## src/rtl/note_player_if.sv

```systemverilog
// Note-player bus bundle: sequencer note handshake, frequency ROM port and oscillator/mixer outputs.
// The master side is the note player; the slave side is the sequencer, the ROM and the mixer.
`timescale 1ns/1ps

interface note_player_if #(
    parameter int PHASE_WIDTH = 16
);
    logic                   o_note_stb;
    logic                   i_note_valid;
    logic [5:0]             i_note_pitch;
    logic [4:0]             i_note_len;
    logic [3:0]             i_note_instrument;
    logic [5:0]             o_freq_addr;
    logic [PHASE_WIDTH-1:0] i_freq_data;
    logic                   o_gate;
    logic [PHASE_WIDTH-1:0] o_phase_inc;
    logic [3:0]             o_volume;
    logic [3:0]             o_instrument;

    modport master (
        output o_note_stb,
        input  i_note_valid,
        input  i_note_pitch,
        input  i_note_len,
        input  i_note_instrument,
        output o_freq_addr,
        input  i_freq_data,
        output o_gate,
        output o_phase_inc,
        output o_volume,
        output o_instrument
    );

    modport slave (
        input  o_note_stb,
        output i_note_valid,
        output i_note_pitch,
        output i_note_len,
        output i_note_instrument,
        input  o_freq_addr,
        output i_freq_data,
        input  o_gate,
        input  o_phase_inc,
        input  o_volume,
        input  o_instrument
    );
endinterface

```

## src/rtl/note_player.sv

```systemverilog
// Per-channel note player: requests notes from the sequencer, looks up the phase increment,
// times each note in frame ticks and applies a linear decay envelope.
`timescale 1ns/1ps

module note_player #(
    parameter int TICKS_PER_STEP = 6,
    parameter int PHASE_WIDTH    = 16
) (
    input  logic          i_clk,
    input  logic          i_rst,
    input  logic          i_enable,
    input  logic          i_tick,
    note_player_if.master bus
);

    typedef enum logic [2:0] {
        IDLE      = 3'd0,
        REQUEST   = 3'd1,
        WAIT_NOTE = 3'd2,
        FREQ_ADDR = 3'd3,
        FREQ_READ = 3'd4,
        PLAY      = 3'd5
    } state_t;

    localparam logic [7:0] TICK_LAST = 8'(TICKS_PER_STEP - 1);

    state_t                 state_q, state_d;
    logic                   stb_q, stb_d;
    logic [5:0]             freq_addr_q, freq_addr_d;
    logic                   gate_q, gate_d;
    logic [PHASE_WIDTH-1:0] phase_inc_q, phase_inc_d;
    logic [3:0]             volume_q, volume_d;
    logic [3:0]             instrument_q, instrument_d;

    logic [5:0]             pitch_q, pitch_d;
    logic [4:0]             len_q, len_d;
    logic [3:0]             instr_q, instr_d;
    logic [5:0]             steps_left_q, steps_left_d;
    logic [7:0]             tick_cnt_q, tick_cnt_d;
    logic [3:0]             decay_cnt_q, decay_cnt_d;

    logic                   step_wrap;
    logic                   decay_wrap;

    assign step_wrap  = (tick_cnt_q == TICK_LAST);
    assign decay_wrap = (decay_cnt_q == (instrument_q - 4'd1));

    // Outputs are registered, so each one is computed from the state being entered:
    // the strobe and the ROM address are high exactly while REQUEST / FREQ_ADDR is current.
    always_comb begin
        state_d      = state_q;
        stb_d        = 1'b0;
        freq_addr_d  = 6'd0;
        gate_d       = gate_q;
        phase_inc_d  = phase_inc_q;
        volume_d     = volume_q;
        instrument_d = instrument_q;
        pitch_d      = pitch_q;
        len_d        = len_q;
        instr_d      = instr_q;
        steps_left_d = steps_left_q;
        tick_cnt_d   = tick_cnt_q;
        decay_cnt_d  = decay_cnt_q;

        case (state_q)
            IDLE: begin
                if (i_enable) begin
                    state_d = REQUEST;
                    stb_d   = 1'b1;
                    gate_d  = 1'b0;
                end
            end

            REQUEST: begin
                state_d = WAIT_NOTE;
            end

            WAIT_NOTE: begin
                if (bus.i_note_valid) begin
                    pitch_d = bus.i_note_pitch;
                    len_d   = bus.i_note_len;
                    instr_d = bus.i_note_instrument;
                    if (i_enable) begin
                        state_d     = FREQ_ADDR;
                        freq_addr_d = bus.i_note_pitch;
                    end else begin
                        state_d = IDLE;
                    end
                end
            end

            FREQ_ADDR: begin
                state_d = FREQ_READ;
            end

            FREQ_READ: begin
                phase_inc_d  = (pitch_q == 6'd0) ? '0 : bus.i_freq_data;
                gate_d       = (pitch_q != 6'd0);
                volume_d     = 4'd15;
                instrument_d = instr_q;
                steps_left_d = (len_q == 5'd0) ? 6'd32 : {1'b0, len_q};
                tick_cnt_d   = 8'd0;
                decay_cnt_d  = 4'd0;
                state_d      = PLAY;
            end

            PLAY: begin
                if (!i_enable) begin
                    state_d  = IDLE;
                    gate_d   = 1'b0;
                    volume_d = 4'd0;
                end else if (i_tick) begin
                    if (step_wrap) begin
                        tick_cnt_d   = 8'd0;
                        steps_left_d = steps_left_q - 6'd1;
                    end else begin
                        tick_cnt_d = tick_cnt_q + 8'd1;
                    end

                    // Instrument 0 means sustain: the envelope never moves off 15.
                    if (instrument_q != 4'd0) begin
                        if (decay_wrap) begin
                            decay_cnt_d = 4'd0;
                            volume_d    = (volume_q == 4'd0) ? 4'd0 : volume_q - 4'd1;
                        end else begin
                            decay_cnt_d = decay_cnt_q + 4'd1;
                        end
                    end

                    if (step_wrap && (steps_left_q == 6'd1)) begin
                        state_d = REQUEST;
                        stb_d   = 1'b1;
                        gate_d  = 1'b0;
                    end
                end
            end

            default: begin
                state_d = IDLE;
            end
        endcase
    end

    always_ff @(posedge i_clk) begin
        if (i_rst) begin
            state_q      <= IDLE;
            stb_q        <= 1'b0;
            freq_addr_q  <= 6'd0;
            gate_q       <= 1'b0;
            phase_inc_q  <= '0;
            volume_q     <= 4'd0;
            instrument_q <= 4'd0;
            pitch_q      <= 6'd0;
            len_q        <= 5'd0;
            instr_q      <= 4'd0;
            steps_left_q <= 6'd0;
            tick_cnt_q   <= 8'd0;
            decay_cnt_q  <= 4'd0;
        end else begin
            state_q      <= state_d;
            stb_q        <= stb_d;
            freq_addr_q  <= freq_addr_d;
            gate_q       <= gate_d;
            phase_inc_q  <= phase_inc_d;
            volume_q     <= volume_d;
            instrument_q <= instrument_d;
            pitch_q      <= pitch_d;
            len_q        <= len_d;
            instr_q      <= instr_d;
            steps_left_q <= steps_left_d;
            tick_cnt_q   <= tick_cnt_d;
            decay_cnt_q  <= decay_cnt_d;
        end
    end

    assign bus.o_note_stb   = stb_q;
    assign bus.o_freq_addr  = freq_addr_q;
    assign bus.o_gate       = gate_q;
    assign bus.o_phase_inc  = phase_inc_q;
    assign bus.o_volume     = volume_q;
    assign bus.o_instrument = instrument_q;

endmodule
```

## src/flat_wrapper.sv

```systemverilog
// flat-port wrapper written by rule: the top's interface ports become plain ports
module note_player_flat 
#(
    parameter int TICKS_PER_STEP = 6,
    parameter int PHASE_WIDTH    = 16
)
  (i_clk, i_rst, i_enable, i_tick, bus_o_note_stb, bus_i_note_valid, bus_i_note_pitch, bus_i_note_len, bus_i_note_instrument, bus_o_freq_addr, bus_i_freq_data, bus_o_gate, bus_o_phase_inc, bus_o_volume, bus_o_instrument);
  note_player_if #(.PHASE_WIDTH(PHASE_WIDTH)) bus_i ();
  input  logic i_clk;
  input  logic i_rst;
  input  logic i_enable;
  input  logic i_tick;
  output wire logic [$bits(bus_i.o_note_stb)-1:0] bus_o_note_stb;
  input wire logic [$bits(bus_i.i_note_valid)-1:0] bus_i_note_valid;
  input wire logic [$bits(bus_i.i_note_pitch)-1:0] bus_i_note_pitch;
  input wire logic [$bits(bus_i.i_note_len)-1:0] bus_i_note_len;
  input wire logic [$bits(bus_i.i_note_instrument)-1:0] bus_i_note_instrument;
  output wire logic [$bits(bus_i.o_freq_addr)-1:0] bus_o_freq_addr;
  input wire logic [$bits(bus_i.i_freq_data)-1:0] bus_i_freq_data;
  output wire logic [$bits(bus_i.o_gate)-1:0] bus_o_gate;
  output wire logic [$bits(bus_i.o_phase_inc)-1:0] bus_o_phase_inc;
  output wire logic [$bits(bus_i.o_volume)-1:0] bus_o_volume;
  output wire logic [$bits(bus_i.o_instrument)-1:0] bus_o_instrument;
  assign bus_o_note_stb = bus_i.o_note_stb;
  assign bus_i.i_note_valid = bus_i_note_valid;
  assign bus_i.i_note_pitch = bus_i_note_pitch;
  assign bus_i.i_note_len = bus_i_note_len;
  assign bus_i.i_note_instrument = bus_i_note_instrument;
  assign bus_o_freq_addr = bus_i.o_freq_addr;
  assign bus_i.i_freq_data = bus_i_freq_data;
  assign bus_o_gate = bus_i.o_gate;
  assign bus_o_phase_inc = bus_i.o_phase_inc;
  assign bus_o_volume = bus_i.o_volume;
  assign bus_o_instrument = bus_i.o_instrument;
  note_player #(.TICKS_PER_STEP(TICKS_PER_STEP), .PHASE_WIDTH(PHASE_WIDTH)) u_core (.i_clk(i_clk), .i_rst(i_rst), .i_enable(i_enable), .i_tick(i_tick), .bus(bus_i));
endmodule
```

## config.mk

```make
export PLATFORM = sky130hd
export DESIGN_NAME = note_player_flat
export DESIGN_NICKNAME = d
export VERILOG_FILES = /design/src/rtl/note_player_if.sv /design/src/rtl/note_player.sv /design/src/flat_wrapper.sv
export SDC_FILE = /design/constraint.sdc
export NUM_CORES = 1
export LEC_CHECK = 0
export BUFFER_PORTS_ARGS = -buffer_cell sky130_fd_sc_hd__buf_4
export CELL_PAD_IN_SITES_DETAIL_PLACEMENT = 1
export CELL_PAD_IN_SITES_GLOBAL_PLACEMENT = 2
export CORE_ASPECT_RATIO = 0.6
export CORE_MARGIN = 8
export CORE_UTILIZATION = 29
export CTS_BUF_LIST = sky130_fd_sc_hd__clkbuf_4 sky130_fd_sc_hd__clkbuf_8
export CTS_CLUSTER_SIZE = 24
export DETAILED_ROUTE_END_ITERATION = 16
export PLACE_DENSITY = 0.79
export SLEW_MARGIN = 20
export SYNTH_ARGS = -nofsm -noshare
export SYNTH_HDL_FRONTEND = slang
export SYNTH_SLANG_ARGS = --single-unit
```

## constraint.sdc

```tcl
create_clock -name i_clk -period 1.7 [get_ports i_clk]
set_clock_uncertainty 0.1 [all_clocks]
set_input_delay 0.085 -clock i_clk [delete_from_list [all_inputs] [get_ports i_clk]]
set_output_delay 0.085 -clock i_clk [all_outputs]
set_load 0.05 [all_outputs]
```

== Word level (Yosys, flattened, before mapping) ==
Cells that the tools add are included.

* Bits in writable memories: 0
* Input bits: 36
* Memories kept: 0
* Latch bits: 0
* ROM bits: 0
* Output and inout port bits: 32
* Flip-flop bits (word level): 68
* Logic and storage cells: 94

* Shifts and indexed selects: 0
* Multiply operators: 0
* Add/sub/neg operators: 5
* Magnitude comparators: 0
* Bitwise operators: 3
* Muxes and demuxes: 38
* Equality and inequality tests: 18
* Reduce and logical (&&, ||, !) cells: 17
* Div/mod/pow operators: 0

{| class="wikitable"
|+ Operator list
! operator !! count
|-
| $mux 4 || 9
|-
| $mux 6 || 4
|-
| $mux 8 || 3
|-
| $reduce_and 4->1 || 5
|-
| $pmux 3 s6 || 1
|-
| $mux 16 || 1
|-
| $pmux 4 s2 || 2
|-
| $pmux 8 s2 || 1
|-
| $mux 3 || 5
|-
| $pmux 6 s2 || 1
|-
| $ne 3x2->1 const B || 3
|-
| $add 8x1->8 const B || 1
|-
| $eq 8x3->1 const B || 1
|-
| $mux 1 || 8
|-
| $ne 2x2->1 const B || 4
|-
| $sub 4x1->4 const B || 2
|-
| $eq 3x2->1 const B || 2
|-
| $eq 3x3->1 const B || 2
|-
| $eq 6x1->1 const B || 1
|-
| $logic_not 6->1 || 1
|-
| $reduce_bool 6->1 || 1
|-
| $sub 6x1->6 const B || 1
|-
| $logic_not 5->1 || 1
|-
| $add 4x1->4 const B || 1
|-
| other kinds (17) || 20
|}

== Depth between registers and ports, before layout ==
* Word-level depth: 7
* Gate-level depth with buffers: 8
* Gate-level depth less buffers: 7

== Worst setup path before layout ==
Ideal clock, no wire load.

* Kind: reg2reg
* From: register u_core.instrument_q[0] (netlist: u_core.bus.o_instrument[0])
* To: register u_core.volume_q[0] (netlist: u_core.bus.o_volume[0])
* Stages on the path, launching flop included: 8
* Period minus slack after synthesis: 2.216 ns
* Path slack: -0.516 ns
* Library setup time: 0.133 ns
* Data arrival time: 1.983 ns
* Path buffers: 0
* Required time: 1.467 ns
* Path through: dfxtp_1 > inv_1 > ha_1 > xor2_1 > and4b_1 > nand4_2 > a221oi_1 > a211oi_2

* Cells in the longest elaborated chain, start to end: 4
* Elaborated cells between the ends (all ways): 6
* Those cells by class: add/sub (1); eq/ne (3); reduce/logical (2)

{| class="wikitable"
|+ RTL lines
! element !! RTL line !! text
|-
| start: declaration || note_player.sv:33 || <nowiki>logic [3:0] instrument_q, instrument_d;</nowiki>
|-
| start signal: assignment || note_player.sv:166 || <nowiki>instrument_q <= instrument_d;</nowiki>
|-
| $sub 4x1->4 || note_player.sv:46 || <nowiki>assign decay_wrap = (decay_cnt_q == (instrument_q - 4'd1));</nowiki>
|-
| $eq 4x4->1 || note_player.sv:46 ||
|-
| $ne 3x2->1 (no line) || n/a ||
|-
| $reduce_and 4->1 (no line) (*) || n/a ||
|-
| end signal: assignment || note_player.sv:165 || <nowiki>volume_q <= volume_d;</nowiki>
|-
| end: declaration || note_player.sv:32 || <nowiki>logic [3:0] volume_q, volume_d;</nowiki>
|}

Every way passes the cells marked *; elsewhere a longest branch is shown, timed or not.
A chain may end at the register's enable or synchronous reset.

== Worst setup path after layout ==
* From: register u_core.instrument_q[1] (netlist: u_core.bus.o_instrument[1])
* To: register u_core.volume_q[0] (netlist: u_core.bus.o_volume[0])

Same word-level chain as after synthesis.

==> key figures <==
Status
  • Status: complete, but fails checks
  • Failing checks: negative setup slack

Pwr
  • Sw power: 0.001019 W
  • VDD IR max: 0.4069 mV
  • Combinational share of power: 15.2%
  • Design Power: 0.003811 W
  • Power per cell area: 783.1 nW/µm²
  • Leakage: 1.975 nW
  • Clock share of power: 41.3%
  • Seq pwr share: 43.4%
  • Int Pwr: 0.002792 W
  • Sw frac: 26.74%

Die
  • Core area: 10520 µm²
  • Die footprint: 14460 µm²
  • Die width: 150.0 µm
  • Rows: 29
  • Die Y: 96.42 µm
  • Num ports: 68
  • Initial Util: 29.70%

STA
  • Period utilization: 106.7%
  • Final setup margin: -0.1136 ns
  • Slew HR: 70.51%
  • Setup-failing EPs final: 8
  • Tmin final: 1.814 ns
  • Fmax achieved: 551.4 MHz
  • Hold Vio Cnt, Final: 0
  • Slew @ Worst Pin: 0.4423 ns
  • Unrepaired setup endpoints after global routing: true
  • Slew Viols, Final: 0

Layout
  • # fillers: 1233
  • Final core occ: 46.25%
  • Antenna diode count: 0
  • Layout cells sized above 1: 34.15%
  • Fin area: 4867 µm²
  • Nets@finish: 569
  • Area delta synth->final: 55.72%

Synth
  • Distinct cell type count after synthesis: 52
  • Syn Nets: 426
  • Post-synth top flop: dfxtp_1
  • EDFF count, synth: 0
  • Syn avg cell area: 8.182 µm²
  • Post-Synthesis Cell Area: 3125 µm²
  • Area share of the largest cell type after synthesis: 43.55%
  • Seq/Total Area, Yosys: 43.55%
  • Synth top area cells: dfxtp_1, nand2_1, a21oi_1
  • Area leader, netlist: dfxtp_1
  • Yosys reg bits: 68
  • FFs w/ async S/R, synth: 0%
  • Post-Syn Instances: 382
  • Yosys warning count: 0

Clock network
  • Clk slew on worst S/H paths: 0.08 ns
  • Clk sinks: 68
  • Clk root buf: clkbuf_8
  • Skew-Pair Late Insertion Delay: 0.36 ns
  • CTS tree: built
  • CTS Buf Count: 9
  • Clock buffer depth: 2
  • H-tree depth: 3

Flow run
  • Max cap viols: 0

Worst setup path
  • Critical path peak fanout: 5
  • Req. time, crit path: 1.83 ns
  • Nature of the critical path endpoint: register
  • Worst setup SP type: register
  • Crit Path Class: register to register
  • Worst Path Arrival: 1.95 ns

GRT
  • Total track usage: 15.39%
  • Vias in the first global route: 3372
  • First-pass GRT wire length: 17.46 mm
  • Largest net degree at the start of global routing: 34
  • Gr ovfl total: 0
  • Initial antenna violation count: 0

Route
  • DRC: 0
  • Routed vias: 3215
  • Avg WL per Cell: 16.06 µm
  • Post-Route WL: 10.75 mm
  • 1st-pass router iterations: 4
  • Initial DRC count: 136
  • Antenna-violating nets left: 0
  • Via/cell ratio: 4.806

Min path
  • Path type of the worst min-delay path: primary input to register

Placed design
  • Area of placed instances: 4106 µm²
  • IO buf count: 67
  • HPWL after DPL: 7.551 mm
  • Final GP Congestion: 0.8318
[sequential cells by signal, summed over array words and instances, names as in the netlist, 3 cells and up]
register and count:
u_core.bus.o_freq_addr 6, u_core.bus.o_instrument 4, u_core.bus.o_phase_inc 16, u_core.bus.o_volume 4, u_core.decay_cnt_q 4, u_core.instr_q 4, u_core.len_q 5, u_core.pitch_q 6
u_core.state_q 3, u_core.steps_left_q 6, u_core.tick_cnt_q 8
[through the flow]
stage | worst slack (ns) | cells | hold slack [ns] | TNS, ns
final | -0.1136 | 669 | 0.04717 | -0.4449
after global routing | -0.1846 | 669 | 0.04604 | -1.324
after CTS | -0.1293 | 662 | 0.01382 | -0.4287
after detailed placement | -0.1598 | 610 | 0.2022 | -0.6386
after global placement | -0.08574 | 610 | 0.2037 | -0.3104
after floorplan | -0.1145 | 382 | 0.1067 | -0.4674
[cell usage in the layout (no fill, tap or decap), types with 4 or more instances in the layout]
cell type,instances
o21ai_0,6
nor4_1,6
clkbuf_8,11
o21ai_1,4
nor3_1,11
nand2_1,73
buf_4,114
dfxtp_1,58
xor2_1,7
nand4_1,7
nor2_1,12
and2_1,6
xnor2_1,4
dfxtp_2,8
dlygate4sd3_1,32
a21oi_1,52
nand3_1,25
ha_1,6
inv_1,12
[synthesized netlist by cell type, types with 6 or more instances]
cell and n:
ha_1 8, nor2_1 15, xor2_1 8, and2_1 7
nand3_1 27, o21ai_0 10, nand4_1 7, a21oi_1 52
nand2_1 75, nor3_1 13, inv_1 15, dfxtp_1 68
clkbuf_1 12, nor4_1 6
[final timing paths]
kind | start | end | slack [ns] | cells after the start
max reg2reg | u_core.bus.o_instrument[1] | u_core.bus.o_volume[0] | -0.11 | 7
min reg2reg | u_core.bus.o_phase_inc[8] | u_core.bus.o_phase_inc[8] | 0.36 | 2
min | i_rst | u_core.tick_cnt_q[1] | 0.05 | 2
max | u_core.bus.o_instrument[1] | u_core.bus.o_volume[0] | -0.11 | 7
[logic make-up (layout without fill, tap and decap cells)]
group                    count (synthesis)  count (layout)  share of synthesized area (%)
buffers and inverters                   37             185                          5.564
XOR/XNOR                                12              12                          3.363
flip-flops                              68              68                          43.55
adder cells (fa/ha/maj)                  8               8                          3.203
AND/OR/NAND/NOR                        169             169                          26.14
AO/OA/AOI/OAI                           88              88                          18.18
[per-layer routing]
metal  wire length (µm)  global-route usage [%]  part of all wire (%)  up-vias
li1                   -                       -                     -     1616
met1               5311                   20.57                    49     1512
met2               4653                   23.21                    43       72
met3                674                   5.535                   6.3       15
met4                107                   3.970                   1.0        0
met5                  0                       0                     0        -
[power groups by stage]
stage	clock network (W)	logic [W]	registers, W
final	0.00158	0.000580	0.00166
after global routing	0.00169	0.000633	0.00166
after detailed placement	0	0.000492	0.00169
after CTS	0.00162	0.000560	0.00165
after floorplan	0	0.000237	0.00173
after global placement	0	0.000486	0.00169
[cell type report]
class | instances | area [µm²] | area share [%]
tap | 139 | 173.9 | 3.573
clock buffer | 11 | 151.4 | 3.111
multi-input combinational | 277 | 1737 | 35.68
timing repair buffer | 154 | 1287 | 26.45
inverter | 15 | 56.30 | 1.157
clock inverter | 5 | 82.58 | 1.697
sequential | 68 | 1379 | 28.33
[what timing repair did]
action,4_1_cts,5_1_grt
hold buffers,33,0
buffers inserted,3,6
cloned,0,1
endpoints found under the hold margin,40,0
pin swaps,6,10
endpoints found under the setup margin,11,22
gates resized for setup,12,22
[critical path, stage by stage (launching register included)]
cell,delay [ns]
dfxtp_4,0.35
inv_2,0.04
ha_4,0.26
xor2_2,0.15
and4b_1,0.26
nand4_4,0.13
a221oi_4,0.32
a211oi_2,0.06
(Power assumes the default switching activity.)
